===== src/rtl/fb_fill_writer_if.sv =====
// Avalon-MM burst write bus between the frame-buffer fill writer and the f2h SDRAM
// write port. 64-bit data, 29-bit word address, up to 8-bit burstcount.
//
// Signals:
//   address     word address of the current burst (byte address >> 3)
//   burstcount  beats in the current burst
//   waitrequest slave stall; a beat is accepted when write=1 and waitrequest=0
//   writedata   beat data
//   byteenable  byte lanes written
//   write       write strobe
//
// Modports:
//   master  the fill writer side
//   slave   the SDRAM port / interconnect side
interface fb_fill_writer_if;
  logic [28:0] address;
  logic [7:0]  burstcount;
  logic        waitrequest;
  logic [63:0] writedata;
  logic [7:0]  byteenable;
  logic        write;

  modport master (
    output address,
    output burstcount,
    output writedata,
    output byteenable,
    output write,
    input  waitrequest
  );

  modport slave (
    input  address,
    input  burstcount,
    input  writedata,
    input  byteenable,
    input  write,
    output waitrequest
  );
endinterface


===== src/rtl/fb_fill_writer.sv =====
// Frame-buffer fill writer: Avalon-MM burst write master that paints one whole frame
// buffer in SDRAM with a single 32-bit RGBA colour (screen clear / buffer init).
//
// Parameters:
//   ADDRESS       byte address of frame buffer 0 (multiple of 8)
//   LENGTH        bytes per frame buffer (multiple of 8)
//   BURST_LENGTH  maximum beats per burst, 1..128
//
// Ports:
//   i_clock         system clock
//   i_reset_n       asynchronous active-low reset
//   i_start         single-cycle fill request (ignored while busy or with index 3)
//   i_buffer_index  frame buffer to fill: 0, 1 or 2
//   i_color         fill pixel, sampled together with i_start
//   o_busy          high while a fill is in progress
//   o_done          one-cycle pulse when the last beat has been accepted
//   io_avm          Avalon-MM burst write master bus
module fb_fill_writer #(
  parameter logic [29:0] ADDRESS      = 30'h3800_0000,
  parameter int unsigned LENGTH       = 800 * 480 * 4,
  parameter int unsigned BURST_LENGTH = 16
) (
  input  logic                   i_clock,
  input  logic                   i_reset_n,
  input  logic                   i_start,
  input  logic [1:0]             i_buffer_index,
  input  logic [31:0]            i_color,
  output logic                   o_busy,
  output logic                   o_done,
  fb_fill_writer_if.master       io_avm
);

  localparam int unsigned Words  = LENGTH / 8;
  localparam int unsigned WordsW = $clog2(Words + 1);

  typedef enum logic [0:0] {
    StIdle,
    StWrite
  } state_e;

  // Beats in the next burst: the full burst length, or the remaining tail.
  function automatic logic [7:0] burst_for(input logic [WordsW-1:0] words);
    if (32'(words) > BURST_LENGTH) begin
      return 8'(BURST_LENGTH);
    end
    return 8'(words);
  endfunction

  state_e              r_state;
  state_e              w_state_next;
  logic [31:0]         r_color;
  logic [28:0]         r_addr;
  logic [7:0]          r_burstcount;
  logic [WordsW-1:0]   r_words_left;
  logic [WordsW-1:0]   r_beat;
  logic                r_done;

  logic                w_start_ok;
  logic                w_accept;
  logic                w_burst_end;
  logic                w_last_burst;
  logic                w_finish;
  logic [28:0]         w_base;
  logic [WordsW-1:0]   w_words_next;

  // Word address of the selected buffer; the adder wraps silently at 29 bits.
  assign w_base = 29'((32'(ADDRESS) + 32'(i_buffer_index) * LENGTH) >> 3);

  assign w_start_ok   = (r_state == StIdle) && i_start && (i_buffer_index != 2'd3);
  assign w_accept     = (r_state == StWrite) && !io_avm.waitrequest;
  assign w_burst_end  = w_accept && (r_beat == WordsW'(r_burstcount) - WordsW'(1));
  assign w_last_burst = (r_words_left == WordsW'(r_burstcount));
  assign w_finish     = w_burst_end && w_last_burst;
  assign w_words_next = r_words_left - WordsW'(r_burstcount);

  // State register.
  always_ff @(posedge i_clock or negedge i_reset_n) begin
    if (!i_reset_n) begin
      r_state <= StIdle;
    end else begin
      r_state <= w_state_next;
    end
  end

  // Next-state logic.
  always_comb begin
    w_state_next = r_state;
    unique case (r_state)
      StIdle: begin
        if (w_start_ok) begin
          w_state_next = StWrite;
        end
      end
      StWrite: begin
        if (w_finish) begin
          w_state_next = StIdle;
        end
      end
      default: w_state_next = StIdle;
    endcase
  end

  // State-decoded outputs: write is held for the whole fill, including across bursts.
  always_comb begin
    o_busy       = 1'b0;
    io_avm.write = 1'b0;
    unique case (r_state)
      StIdle: begin
        o_busy       = 1'b0;
        io_avm.write = 1'b0;
      end
      StWrite: begin
        o_busy       = 1'b1;
        io_avm.write = 1'b1;
      end
      default: begin
        o_busy       = 1'b0;
        io_avm.write = 1'b0;
      end
    endcase
  end

  // Burst datapath. Everything only moves on start or on an accepted beat, so address,
  // burstcount and writedata are frozen while waitrequest is high.
  always_ff @(posedge i_clock or negedge i_reset_n) begin
    if (!i_reset_n) begin
      r_color      <= '0;
      r_addr       <= '0;
      r_burstcount <= '0;
      r_words_left <= '0;
      r_beat       <= '0;
      r_done       <= 1'b0;
    end else begin
      r_done <= w_finish;
      if (w_start_ok) begin
        r_color      <= i_color;
        r_addr       <= w_base;
        r_words_left <= WordsW'(Words);
        r_burstcount <= burst_for(WordsW'(Words));
        r_beat       <= '0;
      end else if (w_accept) begin
        if (w_burst_end) begin
          r_addr       <= r_addr + 29'(r_burstcount);
          r_words_left <= w_words_next;
          r_burstcount <= burst_for(w_words_next);
          r_beat       <= '0;
        end else begin
          r_beat <= r_beat + WordsW'(1);
        end
      end
    end
  end

  assign o_done            = r_done;
  assign io_avm.address    = r_addr;
  assign io_avm.burstcount = r_burstcount;
  assign io_avm.writedata  = {r_color, r_color};
  assign io_avm.byteenable = 8'hFF;

endmodule


===== src/flat_wrapper.sv =====
// flat-port wrapper written by rule: the top's interface ports become plain ports
module fb_fill_writer_flat 
#(
  parameter logic [29:0] ADDRESS      = 30'h3800_0000,
  parameter int unsigned LENGTH       = 800 * 480 * 4,
  parameter int unsigned BURST_LENGTH = 16
)
  (i_clock, i_reset_n, i_start, i_buffer_index, i_color, o_busy, o_done, io_avm_address, io_avm_burstcount, io_avm_writedata, io_avm_byteenable, io_avm_write, io_avm_waitrequest);
  fb_fill_writer_if io_avm_i ();
  input  logic i_clock;
  input  logic i_reset_n;
  input  logic i_start;
  input  logic [1:0] i_buffer_index;
  input  logic [31:0] i_color;
  output logic o_busy;
  output logic o_done;
  output wire logic [$bits(io_avm_i.address)-1:0] io_avm_address;
  output wire logic [$bits(io_avm_i.burstcount)-1:0] io_avm_burstcount;
  output wire logic [$bits(io_avm_i.writedata)-1:0] io_avm_writedata;
  output wire logic [$bits(io_avm_i.byteenable)-1:0] io_avm_byteenable;
  output wire logic [$bits(io_avm_i.write)-1:0] io_avm_write;
  input wire logic [$bits(io_avm_i.waitrequest)-1:0] io_avm_waitrequest;
  assign io_avm_address = io_avm_i.address;
  assign io_avm_burstcount = io_avm_i.burstcount;
  assign io_avm_writedata = io_avm_i.writedata;
  assign io_avm_byteenable = io_avm_i.byteenable;
  assign io_avm_write = io_avm_i.write;
  assign io_avm_i.waitrequest = io_avm_waitrequest;
  fb_fill_writer #(.ADDRESS(ADDRESS), .LENGTH(LENGTH), .BURST_LENGTH(BURST_LENGTH)) u_core (.i_clock(i_clock), .i_reset_n(i_reset_n), .i_start(i_start), .i_buffer_index(i_buffer_index), .i_color(i_color), .o_busy(o_busy), .o_done(o_done), .io_avm(io_avm_i));
endmodule

===== config.mk =====
export PLATFORM = sky130hd
export DESIGN_NAME = fb_fill_writer_flat
export DESIGN_NICKNAME = d
export VERILOG_FILES = /design/src/rtl/fb_fill_writer_if.sv /design/src/rtl/fb_fill_writer.sv /design/src/flat_wrapper.sv
export SDC_FILE = /design/constraint.sdc
export NUM_CORES = 1
export LEC_CHECK = 0
export BUFFER_PORTS_ARGS = -buffer_cell sky130_fd_sc_hd__buf_2
export CAP_MARGIN = 40
export CELL_PAD_IN_SITES_DETAIL_PLACEMENT = 2
export CELL_PAD_IN_SITES_GLOBAL_PLACEMENT = 2
export CORE_MARGIN = 5
export CORE_UTILIZATION = 32
export CTS_CLUSTER_DIAMETER = 200
export DETAILED_ROUTE_END_ITERATION = 8
export PLACE_DENSITY = 0.86
export SLEW_MARGIN = 5
export SYNTH_ARGS = -nofsm -noshare
export SYNTH_HDL_FRONTEND = slang
export SYNTH_SLANG_ARGS = --single-unit

===== constraint.sdc =====
create_clock -name i_clock -period 3.9 [get_ports i_clock]
set_clock_uncertainty 0.05 [all_clocks]
set_input_delay 0.195 -clock i_clock [delete_from_list [all_inputs] [get_ports i_clock]]
set_output_delay 0.195 -clock i_clock [all_outputs]
set_load 0.03 [all_outputs]

==> impl_metrics.env, run 1 <==
export IMPL_status="complete, no violations"
export IMPL_antenna_found_initial=0
export IMPL_synth_edf_count=0
export IMPL_drt_iter0_markers=249
export IMPL_synth_cells=755
export IMPL_placed_area_sq_mm=0.00730
export IMPL_cts_htree_levels=3
export IMPL_leakage_nw=3.94
export IMPL_grt_max_degree=51
export IMPL_min_period_over_period_pct=91.0
export IMPL_syn2layout_area_growth_pct=22.1
export IMPL_fmax_mhz=282
export IMPL_slew_viol_final=0
export IMPL_critPathKind="reg -> reg"
export IMPL_cap_violations=0
export IMPL_fillers=2303
export IMPL_grt_overflow=0
export IMPL_start_kind="register"
export IMPL_cts_root_buf="clkbuf_16"
export IMPL_ant_nets=0
export IMPL_layout_commonest_cell="nand2_1"
export IMPL_switching_share_pct=31.0
export IMPL_grt_use_total_pct=20.6
export IMPL_diodes=0
export IMPL_port_buffers=141
export IMPL_fin_crit_ns=3.55
export IMPL_io_pins=150
export IMPL_ctsHoldBuffers=33
export IMPL_synthesis_area_sq_mm=0.00653
export IMPL_drc=0
export IMPL_wl_per_cell_microns=20.6
export IMPL_required_ns=4.12
export IMPL_cts_repair_resized=0
export IMPL_p_comb_share_pct=17.0
export IMPL_async_reset_ff_share_pct=100
export IMPL_power_frac_clock_pct=38.1
export IMPL_crit_path_max_fanout=12
export IMPL_grt_pass1_vias=6997
export IMPL_fin_area_sq_mm=0.00796
export IMPL_slew_headroom_pct=48.2
export IMPL_dieArea_sq_mm=0.0233
export IMPL_hold_viol_final=0
export IMPL_ys_warn_count=0
export IMPL_avgSynthCellArea_sq_um=8.64
export IMPL_drive_gt1_share_pct=21.0
export IMPL_synth_cell_types=62
export IMPL_firstDrtPassIters=4
export IMPL_ys_flop_type="dfrtp_1"
export IMPL_path_clk_slew_ns=0.08
export IMPL_nets=954
export IMPL_postCtsSetupBuffers=0
export IMPL_num_vias=6296
export IMPL_gp_congestion=0.852
export IMPL_cts_tree="yes"
export IMPL_hp_class="in -> reg"
export IMPL_power_per_cell_area_mw_per_mm2=347
export IMPL_core_area_sq_mm=0.0202
export IMPL_clkLatencyLatePin_ns=0.36
export IMPL_arrival_ns=3.76
export IMPL_fin_setup_tns_ns=0
export IMPL_worstSetupEndpointType="register"
export IMPL_mostFrequentLayoutCells="nand2_1, buf_2, dfrtp_1"
export IMPL_initial_core_util_pct=32.4
export IMPL_rsz0062_at_grt="false"
export IMPL_die_width_microns=153
export IMPL_rows=52
export IMPL_sequentialPowerShare_pct=44.8
export IMPL_die_h_microns=153
export IMPL_synth_area_leaders="dfrtp_1, nand2_1, buf_4"
export IMPL_grt_pass1_wl_microns=39200
export IMPL_clockBufferDepth=2
export IMPL_ys_seq_area_share_pct=41.0
export IMPL_synth_top_area_share_pct=41.0
export IMPL_ir_worst_vdd_v=0.000170
export IMPL_p_sw_w=0.000855
export IMPL_cts_sinks=107
export IMPL_wirelength_microns=24000
export IMPL_yosysTopAreaCell="dfrtp_1"
export IMPL_tightest_slew_ns=0.775
export IMPL_cts_buffers_inserted=9
export IMPL_place_hpwl_microns=16800
export IMPL_synth_seq_cells=107
export IMPL_finalSetupViolations=0
export IMPL_avgViaCountPerCell=5.40
export IMPL_p_int_w=0.00191
synth_stat cells (8+ instances only):
| library cell | count |
|---|---|
| nand2_1 | 146 |
| dfrtp_1 | 107 |
| nand3_1 | 47 |
| buf_4 | 41 |
| nor2_1 | 39 |
| o21ai_0 | 29 |
| clkbuf_1 | 26 |
| a21oi_1 | 24 |
| inv_1 | 24 |
| ha_1 | 22 |
| nor3_1 | 21 |
| xor2_1 | 21 |
| nand4_1 | 19 |
| or4_1 | 15 |
| xnor2_1 | 14 |
| a31oi_1 | 13 |
| and3_1 | 13 |
| and2_1 | 11 |
| mux2i_1 | 9 |
| nor4_1 | 8 |
| o31ai_1 | 8 |
| or3_1 | 8 |
sequential cells by signal, indices dropped and copies added, names as in the netlist:
name                      count
u_core.o_done                 1
u_core.r_state                1
u_core.r_color               32
u_core.io_avm.burstcount      8
u_core.r_beat                18
u_core.r_words_left          18
u_core.io_avm.address        29
final cells by class:
cell class | count | area [sq um] | share of cell area [%]
clock inverter | 7 | 106 | 1.34
timing repair buffer | 192 | 1170 | 14.7
inverter | 24 | 90.1 | 1.13
tap | 270 | 338 | 4.24
multi-input combinational | 558 | 3350 | 42.1
clock buffer | 9 | 225 | 2.83
sequential | 107 | 2680 | 33.6
power groups by stage:
stage	logic (W)	registers, W	clock network (W)
6_report	0.000470	0.00124	0.00105
5_1_grt	0.000510	0.00125	0.00112
4_1_cts	0.000470	0.00124	0.00108
3_5_place_dp	0.000437	0.00126	0
3_3_place_gp	0.000424	0.00125	0
2_1_floorplan	0.000253	0.00130	0
per-layer routing:
layer	GRT usage (%)	up-vias	wire length, microns
met5	0	-	0
met4	6.15	0	417
met3	2.33	26	710
met2	37.4	121	12500
met1	25.6	3261	10400
li1	-	2888	-
critical path, cell delays in order, from the launching register on:
cell,delay (ns)
dfrtp_1,0.43
inv_1,0.23
ha_1,0.26
nor3b_2,0.31
nand2_1,0.08
or4_1,0.48
a2111oi_4,0.51
buf_4,0.28
and2_1,0.14
buf_4,0.20
nor2_1,0.16
o31ai_1,0.31
metrics by stage:
stage	std cells	hold WS [ns]	setup slack (ns)	power (W)	utilization (%)
after global routing	1167	0.181	0.109	0.00288	39.5
after detailed placement	1118	0.212	0.422	0.00170	36.2
after global placement	1118	0.215	0.509	0.00168	36.2
final	1167	0.141	0.351	0.00276	39.5
after floorplan	762	-0.151	0.782	0.00155	-
after CTS	1167	0.152	0.356	0.00279	39.5
worst paths after layout:
path                                        startpoint                       to  slack (ns)  cells past startpoint
min in group asynchronous                    i_reset_n        u_core.r_color[6]        0.35                      2
hold reg to reg                     u_core.r_color[14]       u_core.r_color[14]        0.46                      2
setup reg to reg           u_core.io_avm.burstcount[1]  u_core.r_words_left[17]        0.35                     11
hold / removal                      io_avm_waitrequest        u_core.r_beat[17]        0.14                      3
max in group asynchronous                    i_reset_n  u_core.r_words_left[11]        2.51                      3
setup / recovery           u_core.io_avm.burstcount[1]  u_core.r_words_left[17]        0.35                     11
cells by family after synthesis:
| group | after synthesis | synth area share, % |
|---|---|---|
| buffers and inverters | 97 | 8.11 |
| other | 1 | 0.0575 |
| AOI/OAI and AO/OA | 128 | 13.3 |
| and+or+nand+nor | 354 | 26.6 |
| DFF | 107 | 41.0 |
| xor gates and xnor gates | 35 | 4.70 |
| adders and majority gates | 24 | 4.83 |
| muxes | 9 | 1.38 |
(Power assumes the default switching activity.)
==> inputs of run 2 (changes only) <==
--- a/config.mk
+++ b/config.mk
@@ -7,13 +7,14 @@
 export LEC_CHECK = 0
 export BUFFER_PORTS_ARGS = -buffer_cell sky130_fd_sc_hd__buf_2
 export CAP_MARGIN = 40
-export CELL_PAD_IN_SITES_DETAIL_PLACEMENT = 2
-export CELL_PAD_IN_SITES_GLOBAL_PLACEMENT = 2
+export CELL_PAD_IN_SITES_DETAIL_PLACEMENT = 0
+export CELL_PAD_IN_SITES_GLOBAL_PLACEMENT = 1
+export CORE_ASPECT_RATIO = 0.7
 export CORE_MARGIN = 5
-export CORE_UTILIZATION = 32
+export CORE_UTILIZATION = 41
 export CTS_CLUSTER_DIAMETER = 200
 export DETAILED_ROUTE_END_ITERATION = 8
-export PLACE_DENSITY = 0.86
+export PLACE_DENSITY = 0.87
 export SLEW_MARGIN = 5
 export SYNTH_ARGS = -nofsm -noshare
 export SYNTH_HDL_FRONTEND = slang
==> run 2 against run 1 <==
Worst setup slack better by 0.14 ns. Maximum frequency increased by 4.0%. Global-route usage decreased by 1.4 points. First-iteration DRC count is 120% higher. Die area down 20%. Core utilization increased by 11 points. Wire length decreased by 24%. Combinational power decreased by 4.5%. Sequential power about the same. Via count is 6.6% lower. Register-to-register slack better by 0.14 ns. Critical path depth fell by 2.
==> impl_metrics.env, run 2 (synthesized netlist as in run 1, its figures left out) <==
export IMPL_grt_overflow=0
export IMPL_rsz0062_at_grt="false"
export IMPL_hold_viol_final=0
export IMPL_ctsHoldBuffers=33
export IMPL_cts_buffers_inserted=9
export IMPL_die_width_microns=161
export IMPL_stdcell_count=1093
export IMPL_arrival_ns=3.66
export IMPL_cts_repair_resized=0
export IMPL_antenna_found_initial=0
export IMPL_fin_setup_tns_ns=0
export IMPL_post_place_ws_ns=0.497
export IMPL_drt_iter0_markers=539
export IMPL_die_h_microns=116
export IMPL_clockBufferDepth=2
export IMPL_syn2layout_area_growth_pct=20.4
export IMPL_finalSetupViolations=0
export IMPL_dieArea_sq_mm=0.0186
export IMPL_cts_root_buf="clkbuf_16"
export IMPL_cap_violations=0
export IMPL_fmax_mhz=293
export IMPL_grt_pass1_vias=5384
export IMPL_place_hpwl_microns=13300
export IMPL_grt_max_degree=54
export IMPL_crit_path_max_fanout=5
export IMPL_gp_congestion=0.866
export IMPL_ir_worst_vdd_v=0.000210
export IMPL_whs_path_depth=3
export IMPL_worst_path_buf_inv=1
export IMPL_firstDrtPassIters=5
export IMPL_rows=38
export IMPL_io_pins=150
export IMPL_layout_commonest_cell="nand2_1"
export IMPL_min_period_over_period_pct=87.5
export IMPL_grt_pass1_wl_microns=28900
export IMPL_ant_nets=0
export IMPL_core_area_sq_mm=0.0155
export IMPL_path_clk_slew_ns=0.08
export IMPL_cts_sinks=107
export IMPL_critPathKind="reg -> reg"
export IMPL_initial_core_util_pct=42.0
export IMPL_cpMaxStageDelayCell="a2111oi_4"
export IMPL_slew_viol_final=0
export IMPL_hp_class="in -> reg"
export IMPL_reg2reg_depth=9
export IMPL_max_stage_delay_ns=0.58
export IMPL_nets=950
export IMPL_diodes=0
export IMPL_crit_chain="inv_1 -> ha_1 -> nor3b_2 -> nand2_1 -> or4_1 -> a2111oi_4 -> o311ai_1 -> nor4_2 -> a41o_1"
export IMPL_cp_num_cells=9
export IMPL_setup_ws_ns=0.488
export IMPL_dp_cells=1044
export IMPL_slew_headroom_pct=46.0
export IMPL_cp_top_family="simple AND/OR/NAND/NOR gates"
export IMPL_postCtsSetupBuffers=0
export IMPL_grt_use_total_pct=19.1
export IMPL_worstSetupEndpointType="register"
export IMPL_status="complete, no violations"
export IMPL_port_buffers=141
export IMPL_start_kind="register"
export IMPL_num_vias=5879
export IMPL_leakage_nw=3.93
export IMPL_fin_crit_ns=3.41
export IMPL_drc=0
export IMPL_wirelength_microns=18200
export IMPL_avgViaCountPerCell=5.38
export IMPL_power_w=0.00267
export IMPL_required_ns=4.15
export IMPL_power_per_cell_area_mw_per_mm2=340
export IMPL_cts_htree_levels=3
export IMPL_wl_per_cell_microns=16.6
export IMPL_fillers=1457
export IMPL_tightest_slew_ns=0.807
export IMPL_drive_gt1_share_pct=20.6
export IMPL_largest_register_ff_count=32
export IMPL_clkLatencyLatePin_ns=0.37
export IMPL_fin_util_pct=50.5
export IMPL_top_register="u_core.r_color"
export IMPL_cts_tree="yes"
export IMPL_mostFrequentLayoutCells="nand2_1, buf_2, dfrtp_1"
## run 2: cell count changes in the layout (fill, tap and decap cells not counted), sizes merged
cell / previous run / this run
inv: 27 / 29
clkinvlp: 2 / 0
buf: 159 / 155
bufinv: 2 / 0
clkinv: 0 / 2
## run 2: worst paths after layout
check	from	endpoint	slack, ns
worst min-delay path	io_avm_waitrequest	u_core.r_beat[17]	0.13
worst max register to register	u_core.io_avm.burstcount[1]	u_core.io_avm.burstcount[1]	0.49
max in group asynchronous	i_reset_n	u_core.r_words_left[11]	2.97
min in group asynchronous	i_reset_n	u_core.r_words_left[10]	0.23
worst max-delay path	u_core.io_avm.burstcount[1]	u_core.io_avm.burstcount[1]	0.49
worst min register to register	u_core.r_color[15]	u_core.r_color[15]	0.45
## run 2: report_power, final
part | switching [W] | leakage (nW) | internal [W]
Combinational | 0.000282 | 2.37 | 0.000168
Sequential | 0.0000752 | 1.40 | 0.00116
Clock | 0.000513 | 0.156 | 0.000473
Total | 0.000869 | 3.93 | 0.00180
## run 2: stage by stage
step / cell area (sq um) / hold slack (ns)
6_report: 7850 / 0.127
4_1_cts: 7850 / 0.117
5_1_grt: 7850 / 0.152
3_3_place_gp: 7180 / 0.334
2_1_floorplan: 6550 / -0.151
3_5_place_dp: 7200 / 0.0819
## run 2: final cells by class
cell class	instances	area (sq um)	share of cell area [%]
well taps	200	250	3.19
multi-input cells	558	3350	42.7
inverters	24	90.1	1.15
clock inverters	7	93.8	1.19
flip-flops and latches	107	2680	34.1
repair buffers	188	1160	14.8
clock buffers	9	225	2.87
## run 2: worst min-delay path, stage by stage
cell and delay, ns:
buf_2 0.12, or4_1 0.11, nand3_1 0.07
## run 2: layer usage
| metal | GRT usage [%] | share of wire, % | vias up |
|---|---|---|---|
| met5 | 0 | 0 | - |
| met4 | 4.15 | 1.3 | 0 |
| met3 | 3.91 | 5.9 | 17 |
| met2 | 28.7 | 44 | 164 |
| met1 | 28.8 | 49 | 2812 |
| li1 | - | - | 2886 |
